[config.mk]
export PLATFORM = sky130hd
export DESIGN_NAME = uart_config_responder
export DESIGN_NICKNAME = d
export VERILOG_FILES = /design/src/rtl/uart_pkg.sv /design/src/rtl/uart_timeout_counter.sv /design/src/rtl/uart_config_responder.sv
export SDC_FILE = /design/constraint.sdc
export NUM_CORES = 1
export LEC_CHECK = 0
export ABC_CLOCK_PERIOD_IN_PS = 2050
export CELL_PAD_IN_SITES_DETAIL_PLACEMENT = 1
export CELL_PAD_IN_SITES_GLOBAL_PLACEMENT = 1
export CORE_MARGIN = 1
export CORE_UTILIZATION = 35
export DETAILED_ROUTE_END_ITERATION = 10
export PLACE_DENSITY_LB_ADDON = 0.1
export SKIP_CTS_REPAIR_TIMING = 1
export SLEW_MARGIN = 20
export SYNTH_ARGS = -nofsm -noshare
export SYNTH_HDL_FRONTEND = slang
export SYNTH_HIERARCHICAL = 1
export SYNTH_SLANG_ARGS = --single-unit
[constraint.sdc]
create_clock -name clk_i -period 2.05 [get_ports clk_i]
set_input_delay 0.205 -clock clk_i [delete_from_list [all_inputs] [get_ports clk_i]]
set_output_delay 0.205 -clock clk_i [all_outputs]
set_load 0.05 [all_outputs]
[src/rtl/uart_pkg.sv]
// uart_pkg: shared UART link-configuration constants, config layout and packet helpers.
// Used by both sides of the configuration handshake (responder and initiator).
// Contents:
//   SYN_CHAR / ACKN_CHAR   handshake bytes
//   ID_*                   configuration packet identifiers
//   CLK_HZ / TIMEOUT_10MS  system clock and 10 ms handshake wait limit
//   uart_cfg_t             6-bit active configuration {width, parity, stop}
//   assemble_packet / packet_id / packet_option  packet build and field extract
package uart_pkg;

    localparam logic [7:0] SYN_CHAR  = 8'h16;
    localparam logic [7:0] ACKN_CHAR = 8'hFF;

    localparam logic [1:0] ID_END    = 2'b00;
    localparam logic [1:0] ID_WIDTH  = 2'b01;
    localparam logic [1:0] ID_PARITY = 2'b10;
    localparam logic [1:0] ID_STOP   = 2'b11;

    localparam int CLK_HZ       = 50_000_000;
    localparam int TIMEOUT_10MS = CLK_HZ / 100;

    localparam int CFG_W = 6;

    // Field order fixes the config_o bit layout: [5:4] width, [3:2] parity, [1:0] stop.
    typedef struct packed {
        logic [1:0] width;
        logic [1:0] parity;
        logic [1:0] stop;
    } uart_cfg_t;

    function automatic logic [7:0] assemble_packet(input logic [1:0] id, input logic [1:0] option);
        return {4'b0000, option, id};
    endfunction

    function automatic logic [1:0] packet_id(input logic [7:0] pkt);
        return pkt[1:0];
    endfunction

    function automatic logic [1:0] packet_option(input logic [7:0] pkt);
        return pkt[3:2];
    endfunction

endpackage

[src/rtl/uart_timeout_counter.sv]
// uart_timeout_counter: cycle counter that flags expiry after LIMIT counted cycles.
// Ports:
//   clk_i    in   system clock
//   rst_n_i  in   asynchronous active-low reset
//   clear    in   synchronous clear to 0 (takes priority over enable)
//   enable   in   count one per cycle while high
//   expired  out  high while enabled and the count equals LIMIT
module uart_timeout_counter
    import uart_pkg::*;
#(
    parameter int LIMIT = TIMEOUT_10MS
) (
    input  logic clk_i,
    input  logic rst_n_i,
    input  logic clear,
    input  logic enable,
    output logic expired
);

    localparam int W = $clog2(LIMIT + 1);

    logic [W-1:0] count;

    always_ff @(posedge clk_i or negedge rst_n_i) begin
        if (!rst_n_i)
            count <= '0;
        else if (clear)
            count <= '0;
        else if (enable && !expired)
            count <= count + W'(1);
    end

    // Saturates at LIMIT so a caller that ignores expiry never sees a wrap.
    assign expired = enable && (count == W'(LIMIT));

endmodule

[src/rtl/uart_config_responder.sv]
// uart_config_responder: responder side of the UART link-configuration handshake.
// Detects a run of SYN bytes, asks the host for permission, acknowledges, then
// accepts width/parity/stop/END packets (each acknowledged) and commits the new
// configuration on END.
// Ports:
//   clk_i, rst_n_i              clock, asynchronous active-low reset
//   rx_valid_i, rx_data_i       receiver byte strobe / byte (RX FIFO head outside IDLE)
//   rx_fifo_empty_i             RX FIFO empty
//   rx_fifo_read_o              RX FIFO pop
//   tx_fifo_full_i              TX FIFO full
//   tx_fifo_write_o, tx_data_o  TX FIFO push / byte
//   tx_done_i                   transmitter finished a frame
//   enable_config_receive_i     host allows remote configuration
//   request_ack_i               host accepts the pending request
//   config_req_slv_o            request pending (interrupt source)
//   config_o                    active config {width, parity, stop}
//   config_valid_o              config_o updated strobe
//   config_error_o              handshake timeout strobe
//   busy_o                      handshake in progress
module uart_config_responder
    import uart_pkg::*;
#(
    parameter int         SYN_NUMBER     = 3,
    parameter int         TIMEOUT_CYCLES = TIMEOUT_10MS,
    parameter logic [7:0] SYN            = SYN_CHAR,
    parameter logic [7:0] ACKN           = ACKN_CHAR
) (
    input  logic             clk_i,
    input  logic             rst_n_i,
    input  logic             rx_valid_i,
    input  logic [7:0]       rx_data_i,
    input  logic             rx_fifo_empty_i,
    output logic             rx_fifo_read_o,
    input  logic             tx_fifo_full_i,
    output logic             tx_fifo_write_o,
    output logic [7:0]       tx_data_o,
    input  logic             tx_done_i,
    input  logic             enable_config_receive_i,
    input  logic             request_ack_i,
    output logic             config_req_slv_o,
    output logic [CFG_W-1:0] config_o,
    output logic             config_valid_o,
    output logic             config_error_o,
    output logic             busy_o
);

    typedef enum logic [2:0] {
        IDLE,
        REQ,
        SEND_ACK,
        WAIT_TX,
        WAIT_PKT,
        DONE
    } state_t;

    localparam int SCW = $clog2(SYN_NUMBER + 1);

    state_t         state;
    logic [SCW-1:0] syn_cnt;
    uart_cfg_t      active;
    uart_cfg_t      shadow;
    logic           end_seen;
    logic           timing;
    logic           timed_out;
    logic           push;
    logic           pop;

    // Only REQ and WAIT_PKT are time-limited; every other state holds the counter
    // cleared, so it always starts from 0 on entry to either of them.
    assign timing = (state == REQ) || (state == WAIT_PKT);

    uart_timeout_counter #(
        .LIMIT(TIMEOUT_CYCLES)
    ) u_timeout (
        .clk_i   (clk_i),
        .rst_n_i (rst_n_i),
        .clear   (!timing),
        .enable  (timing),
        .expired (timed_out)
    );

    assign push = (state == SEND_ACK) && !tx_fifo_full_i;
    assign pop  = (state == WAIT_PKT) && !rx_fifo_empty_i;

    always_ff @(posedge clk_i or negedge rst_n_i) begin
        if (!rst_n_i) begin
            state    <= IDLE;
            syn_cnt  <= '0;
            active   <= '0;
            shadow   <= '0;
            end_seen <= 1'b0;
        end else begin
            case (state)
                IDLE: begin
                    if (!enable_config_receive_i)
                        syn_cnt <= '0;
                    else if (rx_valid_i) begin
                        if (rx_data_i != SYN)
                            syn_cnt <= '0;
                        else if (syn_cnt == SCW'(SYN_NUMBER - 1)) begin
                            syn_cnt <= '0;
                            shadow  <= active;
                            state   <= REQ;
                        end else
                            syn_cnt <= syn_cnt + SCW'(1);
                    end
                end
                // An ack arriving in the timeout cycle still wins.
                REQ: begin
                    if (request_ack_i)
                        state <= SEND_ACK;
                    else if (timed_out)
                        state <= IDLE;
                end
                SEND_ACK: begin
                    if (push)
                        state <= WAIT_TX;
                end
                WAIT_TX: begin
                    if (tx_done_i)
                        state <= end_seen ? DONE : WAIT_PKT;
                end
                WAIT_PKT: begin
                    if (pop) begin
                        case (packet_id(rx_data_i))
                            ID_WIDTH:  shadow.width  <= packet_option(rx_data_i);
                            ID_PARITY: shadow.parity <= packet_option(rx_data_i);
                            ID_STOP:   shadow.stop   <= packet_option(rx_data_i);
                            ID_END:    end_seen      <= 1'b1;
                        endcase
                        state <= SEND_ACK;
                    end else if (timed_out) begin
                        // Shadow is simply abandoned; it is reloaded from active on the next request.
                        end_seen <= 1'b0;
                        state    <= IDLE;
                    end
                end
                DONE: begin
                    active   <= shadow;
                    end_seen <= 1'b0;
                    state    <= IDLE;
                end
                default: state <= IDLE;
            endcase
        end
    end

    assign config_o         = active;
    assign busy_o           = state != IDLE;
    assign config_req_slv_o = state == REQ;
    assign tx_fifo_write_o  = push;
    assign tx_data_o        = (state == SEND_ACK) ? ACKN : 8'h00;
    assign rx_fifo_read_o   = pop;
    assign config_valid_o   = state == DONE;
    assign config_error_o   = timed_out && (((state == REQ) && !request_ack_i) ||
                                            ((state == WAIT_PKT) && rx_fifo_empty_i));

endmodule

After elaboration in Yosys (flattened, before gate mapping)
Index checks and enable logic that the tools add are counted.
Word-level totals
  output and inout bits: 20
  flip-flop bits (word level): 37
  word-level logic and storage cells: 92
Cells by class
  equality and inequality tests: 25
  muxes and demuxes: 31
  reduce and logical (&&, ||, !) cells: 24
  add/sub/neg operators: 2
Operators with widths (count)
  2-to-1 mux 19 bit: 2
  2-to-1 mux 6 bit: 5
  2-to-1 mux 3 bit: 9
  AND reduction 7 bit: 3
  adder 19 x 1 -> 19 bit (second input constant): 1
  equality test 19 bit (second input constant): 1
  != test 2 bit (second input constant): 9
  case mux 3 bit (5 select lines): 1
  2-to-1 mux 2 bit: 7
  case mux 6 bit (2 select lines): 1
  2-to-1 mux 8 bit: 1
  != test 8 x 5 -> 1 bit (second input constant): 1
  logical AND 1 bit: 7
  equality test 2 bit (second input constant): 3
  equality test 3 x 2 -> 1 bit (second input constant): 2
  equality test 3 bit (second input constant): 2
  != test 2 x 1 -> 1 bit (second input constant): 3
  AND reduction 6 bit: 1
  logical NOT 1 bit: 4
  2-to-1 mux 1 bit: 4
  nonzero test 2 bit: 2
  equality test 3 x 1 -> 1 bit (second input constant): 1
  logical NOT 3 bit: 1
  != test 3 x 2 -> 1 bit (second input constant): 1
  other kinds (9): 10

Logic depth before layout (Yosys ltp)
  depth after elaboration: 7
  mapped depth: 8
  mapped depth without buffers: 8

Hierarchy
The synthesis kept the hierarchy.
By module, submodules not included
  uart_timeout_counter: seq. area each 475.5 um^2, cells each 111, instances 1, area each 1059.8 um^2
  uart_config_responder: seq. area each 450.4 um^2, cells each 102, instances 1, area each 1017.2 um^2

Worst setup path before layout
OpenSTA, ideal clock, no wires.
  path type: reg2out
  start point: register state[1]
  end point: output port tx_fifo_write_o
  cell stages (with the launch flop): 4
  data required time: 1845 ps
  path buffers: 1
  setup slack: -964 ps
  arrival time: 2809 ps
  cells stage by stage: dfrtp_1 -> clkbuf_1 -> nor3b_1 -> and2_1
On the way
  longest elaborated chain between the ends: 2
RTL lines
  from (decl): RTL line uart_config_responder.sv:58  | state_t state;
  from (signal assigned): RTL line uart_config_responder.sv:121  | state <= end_seen ? DONE : WAIT_PKT;
  equality test 3 x 2 -> 1 bit: RTL line uart_config_responder.sv:82  | assign push = (state == SEND_ACK) && !tx_fifo_full_i;
  logical AND 1 bit: RTL line uart_config_responder.sv:82
  to (decl): RTL line uart_config_responder.sv:35  | output logic tx_fifo_write_o,
No other way between the ends.

Worst setup path in the final report
  start point: register u_timeout.count[0]
  end point: output port config_error_o
On the way
  longest elaborated chain between the ends: 3
RTL lines
  from (decl): RTL line uart_timeout_counter.sv:22  | logic [W-1:0] count;
  from (signal assigned): RTL line uart_timeout_counter.sv:30  | count <= count + W'(1);
  equality test 19 bit: RTL line uart_timeout_counter.sv:34  | assign expired = enable && (count == W'(LIMIT));
  logical AND 1 bit: RTL line uart_timeout_counter.sv:34
  net timed_out: RTL line uart_config_responder.sv:64  | logic timed_out;
  logical AND 1 bit: RTL line uart_config_responder.sv:155  | assign config_error_o = timed_out && (((state == REQ) && !request_ack_i) ||
  to (decl): RTL line uart_config_responder.sv:43  | output logic config_error_o,
The timed path passes the listed nets, and every way through them passes these cells.

==> results.md <==
* Status: complete, but fails checks
* Failing checks: negative setup slack
* Area after DPL at about 2700 um2
* RR Endpoint: u_timeout/count[17]$_DFFE_PN0P_
* Comb pwr share at 0.588
* Final setup viols at 1
* Mapped cell area at 2080 um2
* First-pass GRT wire length at 8.91 mm
* Count leader, synth: dfrtp_1
* Top FF cell, synth: dfrtp_1
* Clock sinks at 37
* Async SR Flop Fraction at 1.00
* Startpoint Class: flop
* Worst slew pin tran at between 800 and 900 ps
* Dominant cell type by area after synthesis: dfrtp_1
* Clock Skew at roughly 8.5 ps
* First-pass DRT Iterations at 4
* Routed WL at roughly 5.0 mm
* Synth Warn # at 6
* Final Max Slew Viols at 0
* Remaining DRCs at 0
* Max stage delay on crit path at around 400 ps
* Fraction of layout cells with a size suffix above 1 at 0.225
* Clk pwr share at 0.144
* Syn Area/Cell at around 9.8 um2
* Max-slew headroom at 0.447
* Initial Util at 0.370
* Number of global-route vias before repair at between 1500 and 2000
* CTS tree: done
* Leak Pwr at around 1.2 nW
* Power per Cell Area at roughly 1200 nW/um2
* Hpwl dp at approximately 3.7 mm
* CTS clk-pin slew, worst paths at ~70 ps
* Worst reg-to-reg setup slack at around 70 ps
* R2R depth at 6
* Top cells by area, synth: dfrtp_1, xor2_1, mux2_1
* GRT Residual Overflow at 0
* Seq pwr share at 0.268
* Crit-path slowest cell: dfrtp_1
* Ports at 36
* DRT iter0 DRCs at roughly 110
* Routed vias at between 1500 and 2000
* Site Rows at 27
* Final GP Congestion at approximately 0.76
* Cts bufs inserted at 5
* WP buf/inv at 2
* Post-route ant nets at 0
* Worst IR Drop VDD at 0.927 mV
* Crit. End Element: output port
* Mapped Nets at approximately 230
* Type of the worst setup path: flop to output port
* Layout area overhead at 36.4%
* Die width at 79.0 um
* Register bit count reported by yosys at 37
* P_sw at about 1.5 mW
* Antenna diode count at 0
* Clock buffer depth at 2
* WP data arrival at ~1900 ps
* Sw Share at 0.423
* Endpoints failing hold at 0
* Initial antenna violation count at 0
* RSZ-0062 raised after global routing: yes
* Die height at around 79 um
* Final core occ at 0.505
* Hold Crit Class: primary input to asynchronous set/reset pin
* Largest net degree at the start of global routing at 38
* CTS H-tree lvls at 2
* Clock Latency Late Sink at ~280 ps
* Post-route cell area at between 2000 and 3000 um2
* Final worst setup slack at -57.3 ps
* Worst Path Required at roughly 1900 ps
* Max Cap Viol at 0
* Fmax at 475 MHz
* Sequential fraction of the synthesis area at 0.446
* Port-buffer cells at 35
* Power Internal at 2.03 mW
* Power after layout at 3.52 mW
* Die area at 6250 um2
* Root buf cell: clkbuf_8
* Core box area at approximately 5600 um2
* Crit-path cells: inv_2 > ha_4 > nand4b_1 > nor4_2 > and3_4 > and3b_2 > buf_12
* Number of synthesized flops with an enable pin at 0
* WHS at 5.23 ps
* Total GRT Usage at 0.182
* Most instantiated cells after synthesis: dfrtp_1, nor2_1, nand2_1
* Reg-to-Reg Start: state[0]$_DFFE_PN0P_
* Vias per inst at between 5 and 6
* Synth top area share at 0.446
* Crit Path Max Fanout at 3
* Final period util at 1.03
* Nets at approximately 280
* Top delay family on crit path: simple AND/OR/NAND/NOR gates
* Final min period at about 2100 ps
* Wire per inst at approximately 15 um
* Synth Instances at about 210
* Netlist cell types at 52
==> final cells by class <==
cell class / count / area (um2)
inverters: 11 / 41.3
well taps: 72 / 90.1
repair buffers: 51 / 606
flip-flops and latches: 37 / 926
multi-input cells: 152 / 1080
fillers: 634 / 2770
clock buffers: 7 / 86.3
==> worst max path at each step <==
| stage | from | end | slack, ps | cells after the start |
|---|---|---|---|---|
| final | u_timeout/count[0]$_DFFE_PN0P_ | config_error_o | -60 | 7 |
| after global routing | u_timeout/count[0]$_DFFE_PN0P_ | config_error_o | -130 | 7 |
| after CTS | u_timeout/count[0]$_DFFE_PN0P_ | config_error_o | -190 | 7 |
| after detailed placement | rx_data_i[3] | state[0]$_DFFE_PN0P_ | 10 | 5 |
| after global placement | u_timeout/count[0]$_DFFE_PN0P_ | state[0]$_DFFE_PN0P_ | 100 | 8 |
| after floorplan | state[1]$_DFFE_PN0P_ | config_error_o | 9 | 5 |
==> cells by family after synthesis <==
| logic type | after synthesis | synth area share |
|---|---|---|
| AOI/OAI and AO/OA | 48 | 0.151 |
| xor gates and xnor gates | 8 | 0.0337 |
| adders and majority gates | 2 | 0.0120 |
| buffers and inverters | 24 | 0.0566 |
| DFF | 37 | 0.446 |
| muxes | 9 | 0.0482 |
| and+or+nand+nor | 85 | 0.252 |
==> power groups by stage <==
stage / sequential [mW] / clock [mW] / combinational, mW
global placement: 0.952 / 0 / 2.01
global route: 0.963 / 0.558 / 2.21
CTS: 0.947 / 0.532 / 2.04
finish: 0.943 / 0.508 / 2.07
floorplan: 1.06 / 0 / 1.11
detailed placement: 0.960 / 0 / 2.04
==> state kept, by name, indices dropped and copies added, names as in the netlist <==
signal and cells:
u_timeout/count 19, config_o 6, shadow 6, state 3, syn_cnt 2, end_seen 1
==> per-layer routing <==
metal | share of wire | track usage | routed length, um
met4 | 0.0066 | 0.0436 | 33
met2 | 0.48 | 0.310 | 2410
met1 | 0.47 | 0.233 | 2380
met3 | 0.039 | 0.0391 | 197
met5 | 0 | 0 | 0
==> cell usage in the layout (no fill, tap or decap), types with 7 or more instances in the layout <==
cell type	Yosys	routed
a21oi_1	10	9
buf_12	0	14
buf_4	7	16
clkdlybuf4s50_1	0	20
dfrtp_1	37	37
inv_1	9	7
nand2_1	14	14
nand3_1	7	7
nand4_1	7	7
nor2_1	15	15
o21ai_0	7	7
o22ai_1	7	7
xor2_1	8	8
==> worst reg2reg max path, cell delays in order (launching register included) <==
cell     delay, ps
dfrtp_1        400
or3b_4         390
o21ai_2         90
buf_12         160
nand4_1        160
or4_1          560
a21oi_1        150
==> metrics by stage <==
step | worst slack [ps] | TNS (ps) | instances
after floorplan | 9.01 | 0 | 213
after global placement | 104 | 0 | 319
after detailed placement | 14.6 | 0 | 319
after CTS | -192 | -192 | 326
after global routing | -129 | -181 | 330
final | -57.3 | -57.3 | 330
Note: power is estimated with default switching activity, not from simulation.
